<file path="src/rtl/uart_rx_fifo_pkg.sv">
// Shared defaults and pointer-width helper for the UART RX/TX buffering blocks.
package uart_rx_fifo_pkg;

    localparam int DATA_WD_DEF = 8;
    localparam int DEPTH_DEF   = 16;
    localparam int CNT_WD_DEF  = 8;

    // Pointers carry one extra wrap bit so full and empty can be told apart.
    function automatic int ptr_wd(input int depth);
        return $clog2(depth) + 1;
    endfunction

endpackage

</file>
<file path="src/rtl/uart_fifo_mem.sv">
// Simple dual-port storage array: synchronous write, registered read that holds its value when idle.
module uart_fifo_mem
    import uart_rx_fifo_pkg::*;
#(
    parameter int data_wd = DATA_WD_DEF,
    parameter int depth   = DEPTH_DEF,
    localparam int aw     = $clog2(depth)
) (
    input  logic               clk,
    input  logic               rst_n,
    input  logic               wr_en,
    input  logic [aw-1:0]      wr_addr,
    input  logic [data_wd-1:0] wr_data,
    input  logic               rd_en,
    input  logic [aw-1:0]      rd_addr,
    output logic [data_wd-1:0] rd_data
);

    logic [data_wd-1:0] mem [depth];

    always_ff @(posedge clk) begin
        if (wr_en) begin
            mem[wr_addr] <= wr_data;
        end
    end

    // Read-before-write: a same-address write and read return the old word.
    always_ff @(posedge clk or negedge rst_n) begin
        if (!rst_n) begin
            rd_data <= '0;
        end else if (rd_en) begin
            rd_data <= mem[rd_addr];
        end
    end

endmodule

</file>
<file path="src/rtl/uart_rx_fifo.sv">
// Receive-side frame FIFO with sticky overflow flag and saturating parity/framing error counters.
module uart_rx_fifo
    import uart_rx_fifo_pkg::*;
#(
    parameter int data_wd = DATA_WD_DEF,
    parameter int depth   = DEPTH_DEF,
    parameter int cnt_wd  = CNT_WD_DEF
) (
    input  logic                     clk,
    input  logic                     rst_n,
    input  logic                     rx_done,
    input  logic [data_wd-1:0]       rx_data,
    input  logic                     parity_error_flag,
    input  logic                     framing_error_flag,
    input  logic                     rd_en,
    input  logic                     err_clr,
    output logic [data_wd-1:0]       dout,
    output logic                     dout_valid,
    output logic                     empty,
    output logic                     full,
    output logic [$clog2(depth):0]   count,
    output logic                     overflow,
    output logic [cnt_wd-1:0]        parity_err_cnt,
    output logic [cnt_wd-1:0]        framing_err_cnt
);

    localparam int aw = $clog2(depth);
    localparam int pw = ptr_wd(depth);

    logic [pw-1:0]     wr_ptr_reg;
    logic [pw-1:0]     rd_ptr_reg;
    logic              rx_done_d_reg;
    logic              parity_d_reg;
    logic              framing_d_reg;
    logic              dout_valid_reg;
    logic              overflow_reg;
    logic [cnt_wd-1:0] parity_cnt_reg;
    logic [cnt_wd-1:0] framing_cnt_reg;

    logic wr_evt;
    logic rd_ok;
    logic wr_ok;
    logic drop;
    logic parity_evt;
    logic framing_evt;

    assign empty = (wr_ptr_reg == rd_ptr_reg);
    assign full  = (wr_ptr_reg[aw-1:0] == rd_ptr_reg[aw-1:0]) &&
                   (wr_ptr_reg[aw] != rd_ptr_reg[aw]);
    assign count = wr_ptr_reg - rd_ptr_reg;

    assign wr_evt      = rx_done & ~rx_done_d_reg;
    assign parity_evt  = parity_error_flag & ~parity_d_reg;
    assign framing_evt = framing_error_flag & ~framing_d_reg;
    assign rd_ok       = rd_en & ~empty;
    // A pop in the same cycle frees the slot, so a full FIFO still accepts the frame.
    assign wr_ok       = wr_evt & (~full | rd_ok);
    assign drop        = wr_evt & full & ~rd_ok;

    uart_fifo_mem #(
        .data_wd (data_wd),
        .depth   (depth)
    ) u_mem (
        .clk     (clk),
        .rst_n   (rst_n),
        .wr_en   (wr_ok),
        .wr_addr (wr_ptr_reg[aw-1:0]),
        .wr_data (rx_data),
        .rd_en   (rd_ok),
        .rd_addr (rd_ptr_reg[aw-1:0]),
        .rd_data (dout)
    );

    always_ff @(posedge clk or negedge rst_n) begin
        if (!rst_n) begin
            wr_ptr_reg     <= '0;
            rd_ptr_reg     <= '0;
            rx_done_d_reg  <= 1'b0;
            parity_d_reg   <= 1'b0;
            framing_d_reg  <= 1'b0;
            dout_valid_reg <= 1'b0;
        end else begin
            rx_done_d_reg  <= rx_done;
            parity_d_reg   <= parity_error_flag;
            framing_d_reg  <= framing_error_flag;
            dout_valid_reg <= rd_ok;
            if (wr_ok) begin
                wr_ptr_reg <= wr_ptr_reg + 1'b1;
            end
            if (rd_ok) begin
                rd_ptr_reg <= rd_ptr_reg + 1'b1;
            end
        end
    end

    // err_clr takes priority over any coincident error event.
    always_ff @(posedge clk or negedge rst_n) begin
        if (!rst_n) begin
            overflow_reg    <= 1'b0;
            parity_cnt_reg  <= '0;
            framing_cnt_reg <= '0;
        end else if (err_clr) begin
            overflow_reg    <= 1'b0;
            parity_cnt_reg  <= '0;
            framing_cnt_reg <= '0;
        end else begin
            if (drop) begin
                overflow_reg <= 1'b1;
            end
            if (parity_evt && (parity_cnt_reg != '1)) begin
                parity_cnt_reg <= parity_cnt_reg + 1'b1;
            end
            if (framing_evt && (framing_cnt_reg != '1)) begin
                framing_cnt_reg <= framing_cnt_reg + 1'b1;
            end
        end
    end

    assign dout_valid      = dout_valid_reg;
    assign overflow        = overflow_reg;
    assign parity_err_cnt  = parity_cnt_reg;
    assign framing_err_cnt = framing_cnt_reg;

endmodule
</file>
<file path="config.mk">
export PLATFORM = sky130hd
export DESIGN_NAME = uart_rx_fifo
export DESIGN_NICKNAME = d
export VERILOG_FILES = /design/src/rtl/uart_rx_fifo_pkg.sv /design/src/rtl/uart_fifo_mem.sv /design/src/rtl/uart_rx_fifo.sv
export SDC_FILE = /design/constraint.sdc
export NUM_CORES = 1
export LEC_CHECK = 0
export BUFFER_PORTS_ARGS = -buffer_cell sky130_fd_sc_hd__buf_4
export CAP_MARGIN = 20
export CORE_MARGIN = 4
export CORE_UTILIZATION = 55
export DETAILED_ROUTE_END_ITERATION = 7
export HOLD_SLACK_MARGIN = 0.06
export PLACE_DENSITY = 0.74
export SLEW_MARGIN = 20
export SYNTH_ARGS = -nofsm -noshare
export SYNTH_HDL_FRONTEND = slang
export SYNTH_SLANG_ARGS = --single-unit
</file>
<file path="constraint.sdc">
create_clock -name clk -period 8.25 [get_ports clk]
set_input_delay 0.825 -clock clk [delete_from_list [all_inputs] [get_ports clk]]
set_output_delay 0.825 -clock clk [all_outputs]
set_load 0.005 [all_outputs]
</file>
# After elaboration in Yosys (flattened, before gate mapping)
# Memory sizes are Yosys's and may differ from the RTL's. A register that Yosys moved wholly into a read port is not among the register bits.
# Cells that the tools add are included.
dict set report classes {
  add_sub_neg 5
  mul 0
  div_mod_pow 0
  order_cmp 0
  eq_ne 5
  n_shift 0
  n_mux 8
  bitwise 14
  reduce_logical 7
}
# op count
set ops {}
lappend ops {{2-to-1 mux 8 bit} 4}
lappend ops {{adder 8 x 1 -> 8 bit, second input constant} 2}
lappend ops {{inequality test 8 bit, second input constant} 2}
lappend ops {{adder 5 x 1 -> 5 bit, second input constant} 2}
lappend ops {{bitwise AND 1 bit} 7}
lappend ops {{inverter 1 bit} 6}
lappend ops {{nonzero test 2 bit} 3}
lappend ops {{== test 5 bit} 1}
lappend ops {{subtractor 5 bit} 1}
lappend ops {{== test 4 bit} 1}
lappend ops {{2-to-1 mux 1 bit} 4}
lappend ops {{logical AND 1 bit} 3}
lappend ops {{zero test 1 bit} 1}
lappend ops {{inequality test 1 bit} 1}
lappend ops {{OR 1 bit} 1}
dict set report totals {
  regBits 31
  latchBits 0
  mem_bits_rw 128
  mem_bits_ro 0
  inputBits 15
  out_inout_bits 33
  elab_cells 49
  memories 1
}
# name depth word_bits rd rd_ports_with_merged_regs write_ports line
set memory_table {}
lappend memory_table {u_mem.mem 16 8 1 1 1 uart_fifo_mem.sv:19} ;# logic [data_wd-1:0] mem [depth];

# Longest topological paths before layout
# Gate-level depths: netlist of run 1.
dict set report depth {
  depth_word 7
  depth_mapped 10
  ltp_nobuf 7
}

# Hierarchy
# A second synthesis of run 1 with hierarchy kept.
dict set report hier_totals {
  hier_cells 399
  hier_area_um2 6985.4
}
# module n_inst cells_each area_per_inst_um2 seq_area_each_um2
set modules_own_cells {}
lappend modules_own_cells {uart_fifo_mem 1 240 5331.4 4043.9}
lappend modules_own_cells {uart_rx_fifo 1 159 1654.1 775.7}

# Least setup slack after synthesis of run 1
# Ideal clock, no wire load.
dict set report synth_path {
  path_type {register -> register}
  start {register rd_ptr_reg[1]}
  end {memory u_mem.mem[6][0] in the netlist's numbering (enable)}
  setup_time_ns 0.385
  arrival_ns 2.406
  required_time_ns 7.865
  setup_slack_ns 5.459
  stages_incl_launch_ff 9
  path_buffers 3
  period_less_slack_ns 2.791
  path_cell_list {dfrtp_1 -> buf_6 -> buf_12 -> buf_2 -> inv_1 -> ha_1 -> nand4_1 -> o311ai_4 -> nor3b_1}
}
dict set report synth_via {
  elab_chain_len 7
  elab_cells_between_ends 10
  classes_between {eq/ne (2); mux (2); bitwise (5); reduce/logical (1)}
}
# item line
set synth_rtl {}
lappend synth_rtl {{from (decl)} uart_rx_fifo.sv:31} ;# logic [pw-1:0] rd_ptr_reg;
lappend synth_rtl {{from (signal assigned)} uart_rx_fifo.sv:91} ;# rd_ptr_reg <= rd_ptr_reg + 1'b1;
lappend synth_rtl {{== test 5 bit / == test 4 bit (equally long branches)} {uart_rx_fifo.sv:47, uart_rx_fifo.sv:48}}
lappend synth_rtl {{inverter 1 bit / logical AND 1 bit (equally long branches)} {uart_rx_fifo.sv:55, uart_rx_fifo.sv:48}}
lappend synth_rtl {{bitwise AND 1 bit / inverter 1 bit (equally long branches)} {uart_rx_fifo.sv:55, uart_rx_fifo.sv:57}}
lappend synth_rtl {{OR 1 bit *} uart_rx_fifo.sv:57} ;# assign wr_ok = wr_evt & (~full | rd_ok);
lappend synth_rtl {{bitwise AND 1 bit *} uart_rx_fifo.sv:57}
lappend synth_rtl {{2-to-1 mux 1 bit *} uart_fifo_mem.sv:22} ;# if (wr_en) begin
lappend synth_rtl {{2-to-1 mux 1 bit (not written as such) *} uart_fifo_mem.sv:23} ;# mem[wr_addr] <= wr_data;
lappend synth_rtl {{to (decl)} uart_fifo_mem.sv:19}
# Mark *: on every way between the ends. The rest lies on a longest branch, timed or not.

# Worst setup path after layout of run 1
dict set report layout_path {
  start {register rd_ptr_reg[1]}
  end {output count[4]}
}
dict set report layout_via {
  elab_chain_len 1
}
# item line
set layout_rtl {}
lappend layout_rtl {{subtractor 5 bit} uart_rx_fifo.sv:50} ;# assign count = wr_ptr_reg - rd_ptr_reg;
lappend layout_rtl {{to (decl)} uart_rx_fifo.sv:21} ;# output logic [$clog2(depth):0] count,
# Every way passes these cells.

==> results by group, run 1 <==
STA
  • Part of the cycle the worst path needs: 42.4%
  • Tmin final: 3500 ps
  • Slew @ Worst Pin: 1030 ps
  • Finish-stage setup viols: 0
  • Setup TNS: 0 ps
  • Unrepaired setup endpoints after global routing: no
  • Max Freq: 286 MHz
  • Slew HR: 31.5%
  • Final slew viol count: 0
  • Worst hold-check slack: 369 ps
  • Clock skew: 11.1 ps
  • Hold Violations, Final: 0

Floorplan
  • # IOs: 48
  • Initial core utilization: 57.3%
  • DIE AREA: 14600 sq um
  • Die Ht: 121 um
  • Core Box Area: 12200 sq um
  • Rows: 40
  • Horiz. Die Dim: 121 um

Synth
  • Syn avg cell area: 15.7 sq um
  • Synth Cell Area: 7000 sq um
  • Post-synth cell types: 51
  • Syn. warnings: 0
  • EDFF count, synth: 128
  • Register area share after synthesis: 68.9%
  • Ys async rst share: 23.4%
  • Register bit count reported by yosys: 167
  • Synth Flop Type: edfxtp_1
  • Post-Synthesis Cells: 445
  • Syn_nets: 472

Global routing
  • First-pass GRT wire length: 22.6 mm
  • Global-route total usage across every layer: 21.2%
  • Initial antenna violation count: 0
  • Grt total ovfl: 0
  • Pin count of the biggest net entering global routing: 46
  • Number of global-route vias before repair: 3898

Place
  • Final RePlAce weighted congestion: 0.852
  • Cell Count Post-Placement: 640
  • Area of placed instances: 7430 sq um
  • HPWL after detailed placement: 9.37 mm
  • IO Port Bufs: 47

Final layout
  • Final Non-Filler Cells: 672
  • Max reg flops: 128
  • Layout cell share with drive strength beyond 1: 19.6%
  • Filler instances: 866
  • Top reg by flops: u_mem.mem
  • Antenna Cells: 0
  • Nets: 518
  • Design Area, Final: 8010 sq um
  • P&R area growth vs syn: 14.6%

Clock tree
  • Post-CTS Setup Inserts: 0
  • Hold buffers post-CTS: 0
  • Root buffer cell: clkbuf_16
  • H-tree lvl count: 4
  • CTS tree: yes
  • CTS Buffer Depth: 2
  • Worst-Skew Late Latency: 430 ps
  • Inserted Clock Buffers: 17
  • Post_cts resized: 0
  • Clock sinks: 167
  • Clock Pin Slew Worst Setup and Hold Paths: 70 ps

Power
  • Static leakage: 2.95 nW
  • Final Total Pwr: 2.58 mW
  • Maximum vdd drop: 203 uV
  • PwrDens: 322 nW/um^2

Setup path
  • Setup crit start kind: flop
  • Highest net fanout along the worst path: 45
  • Worst setup path category: reg -> out
  • CP arrival: 2680 ps
  • Required @ worst endpoint: 7420 ps
  • Endpoint type of the worst setup path: primary output

Drt
  • DRT antenna net count: 0
  • Post-Route WL: 14.5 mm
  • DRT Pass-1 Iters: 5
  • Drt via density: 5.88
  • Drt wl/cell: 21.7 um
  • DR iter-0 viols: 395
  • Vias: 3954
  • Drt drc: 0

Run
  • Total of max-cap violations: 0

Worst hold path
  • Worst min path class: in -> async

Outcome
  • Status: completed
cell type report:
| cell class | instances | area [sq um] | share of cell area [%] |
|---|---|---|---|
| Inverter | 8 | 30.0 | 0.375 |
| Tap cell | 168 | 210 | 2.62 |
| Multi-Input combinational cell | 248 | 2020 | 25.2 |
| Clock buffer | 17 | 425 | 5.31 |
| Clock inverter | 15 | 143 | 1.78 |
| Sequential cell | 167 | 4820 | 60.2 |
| Timing Repair Buffer | 49 | 368 | 4.59 |
worst max-delay path, cell delays in order, from the launching register on:
cell and delay (ps):
dfrtp_2 340, buf_4 570, inv_1 210, fa_1 500
a21o_1 180, a21oi_1 180, xnor2_1 140, buf_4 130
cell usage after synthesis, types with 5 or more instances:
library cell | count | area [sq um]
a21oi_1 | 10 | 50.1
and2_1 | 13 | 81.3
nand4_1 | 6 | 37.5
nand2_1 | 7 | 26.3
nor2_1 | 29 | 109
a31oi_1 | 9 | 56.3
o22ai_1 | 16 | 100
xor2_1 | 6 | 52.6
buf_2 | 5 | 25.0
o21ai_0 | 9 | 45.0
inv_1 | 8 | 30.0
a221oi_1 | 8 | 70.1
mux4_2 | 6 | 135
clkbuf_1 | 9 | 33.8
dfrtp_1 | 39 | 976
o21ai_1 | 5 | 25.0
nand3_1 | 5 | 25.0
ha_1 | 11 | 138
edfxtp_1 | 128 | 3840
xnor2_1 | 12 | 105
mux2i_1 | 51 | 510
placed cells by master, fill, tap and decap left out, types with 6 or more instances in the layout:
cell,n
a221oi_1,8
ha_1,11
and2_1,13
a31oi_1,9
dfrtp_1,38
clkbuf_16,17
a21oi_1,10
o21ai_0,9
mux2i_1,51
buf_4,49
nand4_1,6
nor2_1,29
edfxtp_1,128
o22ai_1,16
xnor2_1,12
inv_1,8
nand2_1,7
mux4_2,6
xor2_1,6
cells by family after synthesis:
| group | Yosys count | share of synthesized area [%] |
|---|---|---|
| AOI/OAI and AO/OA | 69 | 6.83 |
| xor gates and xnor gates | 19 | 2.49 |
| adders and majority gates | 12 | 2.25 |
| buffers and inverters | 30 | 2.49 |
| DFF | 167 | 68.9 |
| muxes | 59 | 9.98 |
| and+or+nand+nor | 89 | 7.06 |
worst paths after layout:
path / from / to / slack [ps] / cells after the start
worst max register to register: rd_ptr_reg[1]$_DFFE_PN0P_ / u_mem.mem[5][0]$_DFFE_PP_ / 5060 / 6
min in group clk: overflow$_DFFE_PN0P_ / overflow$_DFFE_PN0P_ / 500 / 2
worst max-delay path: rd_ptr_reg[1]$_DFFE_PN0P_ / count[4] / 4750 / 7
max in group asynchronous: rst_n / rd_ptr_reg[1]$_DFFE_PN0P_ / 7480 / 1
worst min register to register: overflow$_DFFE_PN0P_ / overflow$_DFFE_PN0P_ / 500 / 2
worst min-delay path: rst_n / u_mem.rd_data[5]$_DFFE_PN0P_ / 370 / 1
stage by stage:
step / utilization [%] / setup WS, ps
global route: 65.6 / 4570
floorplan: - / 5460
detailed placement: 60.9 / 4980
finish: 65.6 / 4750
global placement: 60.9 / 5120
CTS: 65.5 / 4720
power breakdown:
group	switching (mW)	internal [mW]	leakage [nW]
clock	0.337	0.421	0.275
sequential	0.0892	0.988	1.64
combinational	0.402	0.347	1.03
routing by layer:
layer	GRT usage, %	vias to the layer above	wire length [um]	share of wire [%]
li1	-	1810	-	-
met1	28.5	1992	6090	42
met2	33.9	133	7300	50
met3	5.52	19	957	6.6
met4	7.01	0	205	1.4
met5	0	-	0	0
(Power assumes the default switching activity.)
==> run 2: changes to the inputs <==
==> constraint.sdc (replaced) <==
create_clock -name clk -period 3.3 [get_ports clk]
set_input_delay 0.33 -clock clk [delete_from_list [all_inputs] [get_ports clk]]
set_output_delay 0.33 -clock clk [all_outputs]
set_load 0.005 [all_outputs]
==> run 2 against run 1 <==
First-iteration DRC count shrank 0.51%; sequential power grew 140%; combinational power grew to 2.7 times the previous value; setup slack lost 4000 ps; cell count grew 1.6%; sequential share of layout area shrank 0.98 points; power grew to 2.6 times the previous value; routed wire length shrank 0.97%; via count shrank 0.30%; critical path depth grew 1; register-to-register slack lost 4100 ps; cell area grew 1.7%.
==> results by group, run 2 (synthesized netlist as in run 1, its figures left out) <==
STA
  • Clock skew: 17.3 ps
  • Max Freq: 394 MHz
  • Slew HR: 37.0%
  • Final slew viol count: 0
  • Tmin final: 2540 ps
  • Slew @ Worst Pin: 941 ps
  • Finish-stage setup viols: 0
  • Setup TNS: 0 ps
  • Part of the cycle the worst path needs: 77.0%
  • Hold Violations, Final: 0
  • Unrepaired setup endpoints after global routing: no
  • Worst hold-check slack: 207 ps

Final layout
  • Reg area: 4820 sq um
  • Layout cell share with drive strength beyond 1: 19.8%
  • Max reg flops: 128
  • Area of the multi-input gates: 2010 sq um
  • Final Non-Filler Cells: 683
  • Design Area, Final: 8150 sq um
  • Commonest non-fill, non-tap cell in the layout: edfxtp_1
  • Top reg by flops: u_mem.mem
  • Commonest cells after routing, fill and taps aside: 128 x edfxtp_1, 56 x buf_4, 51 x mux2i_1, 38 x dfrtp_1, 29 x nor2_1
  • P&R area growth vs syn: 16.5%
  • Filler instances: 877
  • Nets: 529
  • Antenna Cells: 0

Floorplan
  • Core Box Area: 12200 sq um
  • Initial core utilization: 57.3%
  • # IOs: 48
  • Die Ht: 121 um
  • Rows: 40
  • Horiz. Die Dim: 121 um
  • DIE AREA: 14600 sq um

Clock tree
  • Root buffer cell: clkbuf_16
  • CTS tree: yes
  • Worst-Skew Late Latency: 430 ps
  • Clock Pin Slew Worst Setup and Hold Paths: 60 ps
  • CTS Buffer Depth: 2
  • H-tree lvl count: 4
  • Inserted Clock Buffers: 17
  • Clock sinks: 167
  • Post_cts resized: 0
  • Post-CTS Setup Inserts: 0

Setup path
  • Buf+Inv Stages, Crit Path: 3
  • Highest net fanout along the worst path: 5
  • R2r endpoint: u_mem.mem[0][2]$_DFFE_PP_
  • Most frequent CP cell: inv_1
  • CP arrival: 2210 ps
  • Crit path depth: 8
  • CP top delay family: adder cells
  • Endpoint type of the worst setup path: primary output
  • Slowest CP cell: dfrtp_1
  • Worst setup path category: reg -> out
  • Internal reg-to-reg setup slack: 920 ps
  • Worst r2r path cells: 6
  • Setup crit start kind: flop
  • RR Startpoint: wr_ptr_reg[2]$_DFFE_PN0P_
  • Worst path max stage delay: 400 ps
  • Required @ worst endpoint: 2970 ps
  • CP cell instances: inv_1 -> ha_1 -> inv_1 -> fa_1 -> a21o_1 -> a21oi_1 -> xnor2_1 -> buf_4

Place
  • Area of placed instances: 7480 sq um
  • IO Port Bufs: 47
  • Cell Count Post-Placement: 647
  • HPWL after detailed placement: 9.47 mm
  • Final RePlAce weighted congestion: 0.790

Power
  • Final Total Pwr: 6.65 mW
  • Static leakage: 3.01 nW
  • PwrDens: 816 nW/um^2
  • Maximum vdd drop: 495 uV

Drt
  • DRT antenna net count: 0
  • DR iter-0 viols: 393
  • Vias: 3942
  • Drt wl/cell: 21.1 um
  • Drt drc: 0
  • Drt via density: 5.77
  • Post-Route WL: 14.4 mm
  • DRT Pass-1 Iters: 5

Global routing
  • Grt total ovfl: 0
  • Number of global-route vias before repair: 3822
  • Initial antenna violation count: 0
  • Pin count of the biggest net entering global routing: 45
  • Global-route total usage across every layer: 20.8%
  • First-pass GRT wire length: 22.2 mm

Worst hold path
  • Hold path start: err_clr
  • Worst min path class: in -> reg
  • Hold path endpoint: framing_err_cnt[7]$_DFFE_PN0P_
  • WHS Path Cells: 2

Run
  • Total of max-cap violations: 0

Outcome
  • Status: completed
## run 2: stage by stage
step                      utilization (%)  worst slack, ps
after floorplan                         -              509
after global placement               61.3              866
after detailed placement             61.3              757
after CTS                            66.6              726
after global routing                 66.7              608
final                                66.7              760
## run 2: how the worst max path moves through the flow
stage                                          from                        end  slack, ps
after floorplan           rd_ptr_reg[1]$_DFFE_PN0P_  u_mem.mem[6][0]$_DFFE_PP_        510
after global placement    wr_ptr_reg[2]$_DFFE_PN0P_  u_mem.mem[5][0]$_DFFE_PP_        870
after detailed placement  wr_ptr_reg[2]$_DFFE_PN0P_  u_mem.mem[7][0]$_DFFE_PP_        760
after CTS                 wr_ptr_reg[0]$_DFFE_PN0P_                   count[4]        730
after global routing      wr_ptr_reg[0]$_DFFE_PN0P_                   count[4]        610
final                     wr_ptr_reg[0]$_DFFE_PN0P_                   count[4]        760
## run 2: final cells by class
cell class	count	share of cell area [%]
Sequential cell	167	59.2
Multi-Input combinational cell	248	24.7
Clock inverter	13	2.21
Clock buffer	19	5.31
Timing Repair Buffer	60	5.65
Tap cell	168	2.58
Inverter	8	0.369
## run 2: worst register-to-register path: stages (launching register included)
cell and delay, ps:
dfrtp_1 470, ha_1 370, nand4_1 190, buf_4 170, o31a_4 160, nor3b_2 260, and2_1 420
## run 2: per-layer routing
layer	vias up	share of wire [%]	track usage, %
met4	0	0.85	6.37
met5	-	0	0
li1	1824	-	-
met3	11	5.5	4.49
met1	1998	43	28.3
met2	109	51	34.0
## run 2: repair_timing
action                                  4_1_cts  5_1_grt
hold buffers                                  4        0
endpoints found under the setup margin        0        0
endpoints found under the hold margin        42        0
## run 2: report_power, final
group	total, mW	switching, mW	internal [mW]
registers	2.59	0.121	2.47
logic	2.02	1.12	0.902
clock network	2.04	0.775	1.26
==> run 3: changes to the inputs <==
--- a/config.mk
+++ b/config.mk
@@ -5,13 +5,14 @@
 export SDC_FILE = /design/constraint.sdc
 export NUM_CORES = 1
 export LEC_CHECK = 0
+export ABC_AREA = 1
 export BUFFER_PORTS_ARGS = -buffer_cell sky130_fd_sc_hd__buf_4
 export CAP_MARGIN = 20
 export CORE_MARGIN = 4
-export CORE_UTILIZATION = 55
+export CORE_UTILIZATION = 54
 export DETAILED_ROUTE_END_ITERATION = 7
 export HOLD_SLACK_MARGIN = 0.06
-export PLACE_DENSITY = 0.74
+export PLACE_DENSITY = 0.75
 export SLEW_MARGIN = 20
 export SYNTH_ARGS = -nofsm -noshare
 export SYNTH_HDL_FRONTEND = slang
==> constraint.sdc (replaced) <==
create_clock -name clk -period 2.1 [get_ports clk]
set_input_delay 0.21 -clock clk [delete_from_list [all_inputs] [get_ports clk]]
set_output_delay 0.21 -clock clk [all_outputs]
set_load 0.005 [all_outputs]
==> run 3 against run 2 <==
The run now ends with setup timing left; die area increased by 7.5%; count of clock-buffer cells in the layout decreased by 2; cell area increased by 8.6%; flip-flop and latch count unchanged.
==> results by group, run 3 <==
Final layout
  • Design Area, Final: 8850 sq um
  • Nets: 827
  • Area of the multi-input gates: 2200 sq um
  • Filler instances: 1013
  • Top reg by flops: u_mem.mem
  • Antenna Cells: 0
  • Commonest non-fill, non-tap cell in the layout: nand2_1
  • Max reg flops: 128
  • Layout cell share with drive strength beyond 1: 16.6%
  • Commonest cells after routing, fill and taps aside: 189 x nand2_1, 128 x edfxtp_1, 106 x nand3_1, 104 x inv_1, 61 x buf_4
  • P&R area growth vs syn: 19.3%
  • Reg area: 4820 sq um

Global routing
  • Number of global-route vias before repair: 5325
  • Global-route total usage across every layer: 23.5%
  • First-pass GRT wire length: 28.1 mm
  • Initial antenna violation count: 0
  • Grt total ovfl: 0
  • Pin count of the biggest net entering global routing: 68

Synth
  • Syn_nets: 765
  • Syn. warnings: 0
  • Register bit count reported by yosys: 167
  • Ys async rst share: 23.4%
  • Post-synth cell types: 27
  • Synth Cell Area: 7420 sq um
  • Syn avg cell area: 10.1 sq um
  • Synth Flop Type: edfxtp_1
  • EDFF count, synth: 128
  • Commonest cells post-synth: 190 x nand2_1, 128 x edfxtp_1, 107 x nand3_1
  • Post-synth top area share: 51.8%
  • Synth top area cells: edfxtp_1 52%, dfrtp_1 13%, nand2_1 9.6%
  • Register area share after synthesis: 65.0%
  • Biggest area consumer among synthesized cells: edfxtp_1
  • Post-Synthesis Cells: 738
  • Count leader, synth: nand2_1

Clock tree
  • Clock sinks: 167
  • Worst-Skew Late Latency: 430 ps
  • Root buffer cell: clkbuf_16
  • H-tree lvl count: 4
  • Clock Pin Slew Worst Setup and Hold Paths: 70 ps
  • CTS Buffer Depth: 2
  • Inserted Clock Buffers: 17
  • CTS tree: yes

Floorplan
  • Initial core utilization: 55.6%
  • DIE AREA: 15700 sq um
  • # IOs: 48
  • Horiz. Die Dim: 125 um
  • Die Ht: 125 um
  • Rows: 42
  • Core Box Area: 13300 sq um

Drt
  • DRT Pass-1 Iters: 5
  • Drt via density: 5.41
  • Drt wl/cell: 17.8 um
  • DR iter-0 viols: 461
  • DRT antenna net count: 0
  • Vias: 5349
  • Post-Route WL: 17.6 mm
  • Drt drc: 0

Setup path
  • Critical Path Sink: count[4]
  • Crit path from: rd_ptr_reg[1]$_DFFE_PN0P_
  • Crit path depth: 7
  • Setup crit start kind: flop
  • R2r endpoint: u_mem.mem[3][3]$_DFFE_PP_
  • Buf+Inv Stages, Crit Path: 3
  • Worst r2r path cells: 11
  • Slowest CP cell: fa_2
  • Worst path max stage delay: 450 ps
  • CP top delay family: adder cells
  • RR Startpoint: rd_ptr_reg[3]$_DFFE_PN0P_
  • Highest net fanout along the worst path: 34
  • Worst setup path category: reg -> out
  • Required @ worst endpoint: 1890 ps
  • CP cell instances: inv_2 -> buf_8 -> fa_2 -> nand3_2 -> nand2_2 -> xor2_1 -> buf_4
  • Endpoint type of the worst setup path: primary output
  • CP arrival: 1900 ps
  • Internal reg-to-reg setup slack: 30 ps

Outcome
  • Status: finished, violations left
  • Failing checks: setup timing

Power
  • PwrDens: 1280 nW/um^2
  • Sw Ratio: 36.6%
  • Combinational power share: 35.5%
  • Clock power frac: 28.9%
  • Internal power: 7.18 mW
  • Sw power: 4.15 mW
  • Maximum vdd drop: 657 uV
  • Seq pwr share: 35.6%
  • Static leakage: 3.85 nW

STA
  • Hold Violations, Final: 0
  • Slew HR: 62.7%
  • Final slew viol count: 0
  • Slew @ Worst Pin: 559 ps
  • Unrepaired setup endpoints after global routing: yes
  • Tmin final: 2110 ps
  • Clock skew: 12.7 ps
  • Max Freq: 474 MHz
  • Crit path setup slack, layout: -9.83 ps
  • Finish-stage setup viols: 1
  • Part of the cycle the worst path needs: 100%

Place
  • Final RePlAce weighted congestion: 0.859
  • Pre-CTS setup slack: -2.83 ps
  • IO Port Bufs: 47
  • Area of placed instances: 8110 sq um
  • HPWL after detailed placement: 11.2 mm

Run
  • Total of max-cap violations: 0

Worst hold path
  • Worst min path class: in -> reg
-- run 3: worst min path at each step --
stage	startpoint	end	slack, ps	depth (start not counted)
after floorplan	rst_n	dout_valid$_DFF_PN0_	-90	0
after CTS	rd_en	rd_ptr_reg[0]$_DFFE_PN0P_	80	3
after global routing	rd_en	rd_ptr_reg[0]$_DFFE_PN0P_	90	3
final	rd_en	rd_ptr_reg[0]$_DFFE_PN0P_	90	3
after global placement	rst_n	u_mem.rd_data[6]$_DFFE_PN0P_	230	1
after detailed placement	rst_n	u_mem.rd_data[6]$_DFFE_PN0P_	240	1
-- run 3: kinds of logic after synthesis --
family / share of synthesized area [%]
XOR/XNOR: 1.65
buffers and inverters: 7.54
AND/OR/NAND/NOR: 21.2
flip-flops: 65.0
adder cells (fa/ha/maj): 2.13
AO/OA/AOI/OAI: 2.50
-- run 3: layout make-up --
type,count,share of cell area [%]
Tap cell,176,2.49
Sequential cell,167,54.5
Clock inverter,15,2.33
Multi-Input combinational cell,433,24.8
Timing Repair Buffer,69,6.26
Clock buffer,17,4.81
Inverter,112,4.83
-- run 3: power groups by stage --
| stage | combinational (mW) | sequential [mW] | clock [mW] |
|---|---|---|---|
| after floorplan | 2.43 | 4.09 | 0 |
| after global placement | 3.71 | 4.07 | 0 |
| after detailed placement | 3.80 | 4.09 | 0 |
| after CTS | 3.89 | 4.03 | 3.30 |
| after global routing | 4.42 | 4.06 | 3.47 |
| final | 4.03 | 4.03 | 3.27 |
-- run 3: what timing repair did --
item                                    in CTS  in global routing
pin swaps                                    1                  3
hold endpoints to repair                    50                  0
setup buffers                                0                  1
hold buffers                                 5                  0
endpoints found under the setup margin      18                130
gates resized for setup                      5                  9
-- run 3: layer usage --
metal / GRT usage [%] / part of all wire [%] / up-vias
met4: 9.89 / 2.6 / 0
met5: 0 / 0 / -
li1: - / - / 2520
met1: 29.5 / 40 / 2565
met3: 5.84 / 6.8 / 48
met2: 39.0 / 51 / 216
-- run 3: tightest hold or removal path, delay by kind of cell --
kind	cells	cell delay [ps]
buf+inv	1	120
simple gates	1	100
xor+xnor	1	70
-- run 3: through the flow --
step / power (mW) / util, % / hold WS [ps] / std cells / TNS, ps
2_1_floorplan: 6.52 / - / -85.6 / 738 / -2110
3_3_place_gp: 7.78 / 60.7 / 231 / 951 / 0
3_5_place_dp: 7.89 / 60.7 / 238 / 951 / -22.1
4_1_cts: 11.2 / 66.0 / 75.7 / 988 / 0
5_1_grt: 12.0 / 66.3 / 88.1 / 989 / -2990
6_report: 11.3 / 66.3 / 90.8 / 989 / -9.83
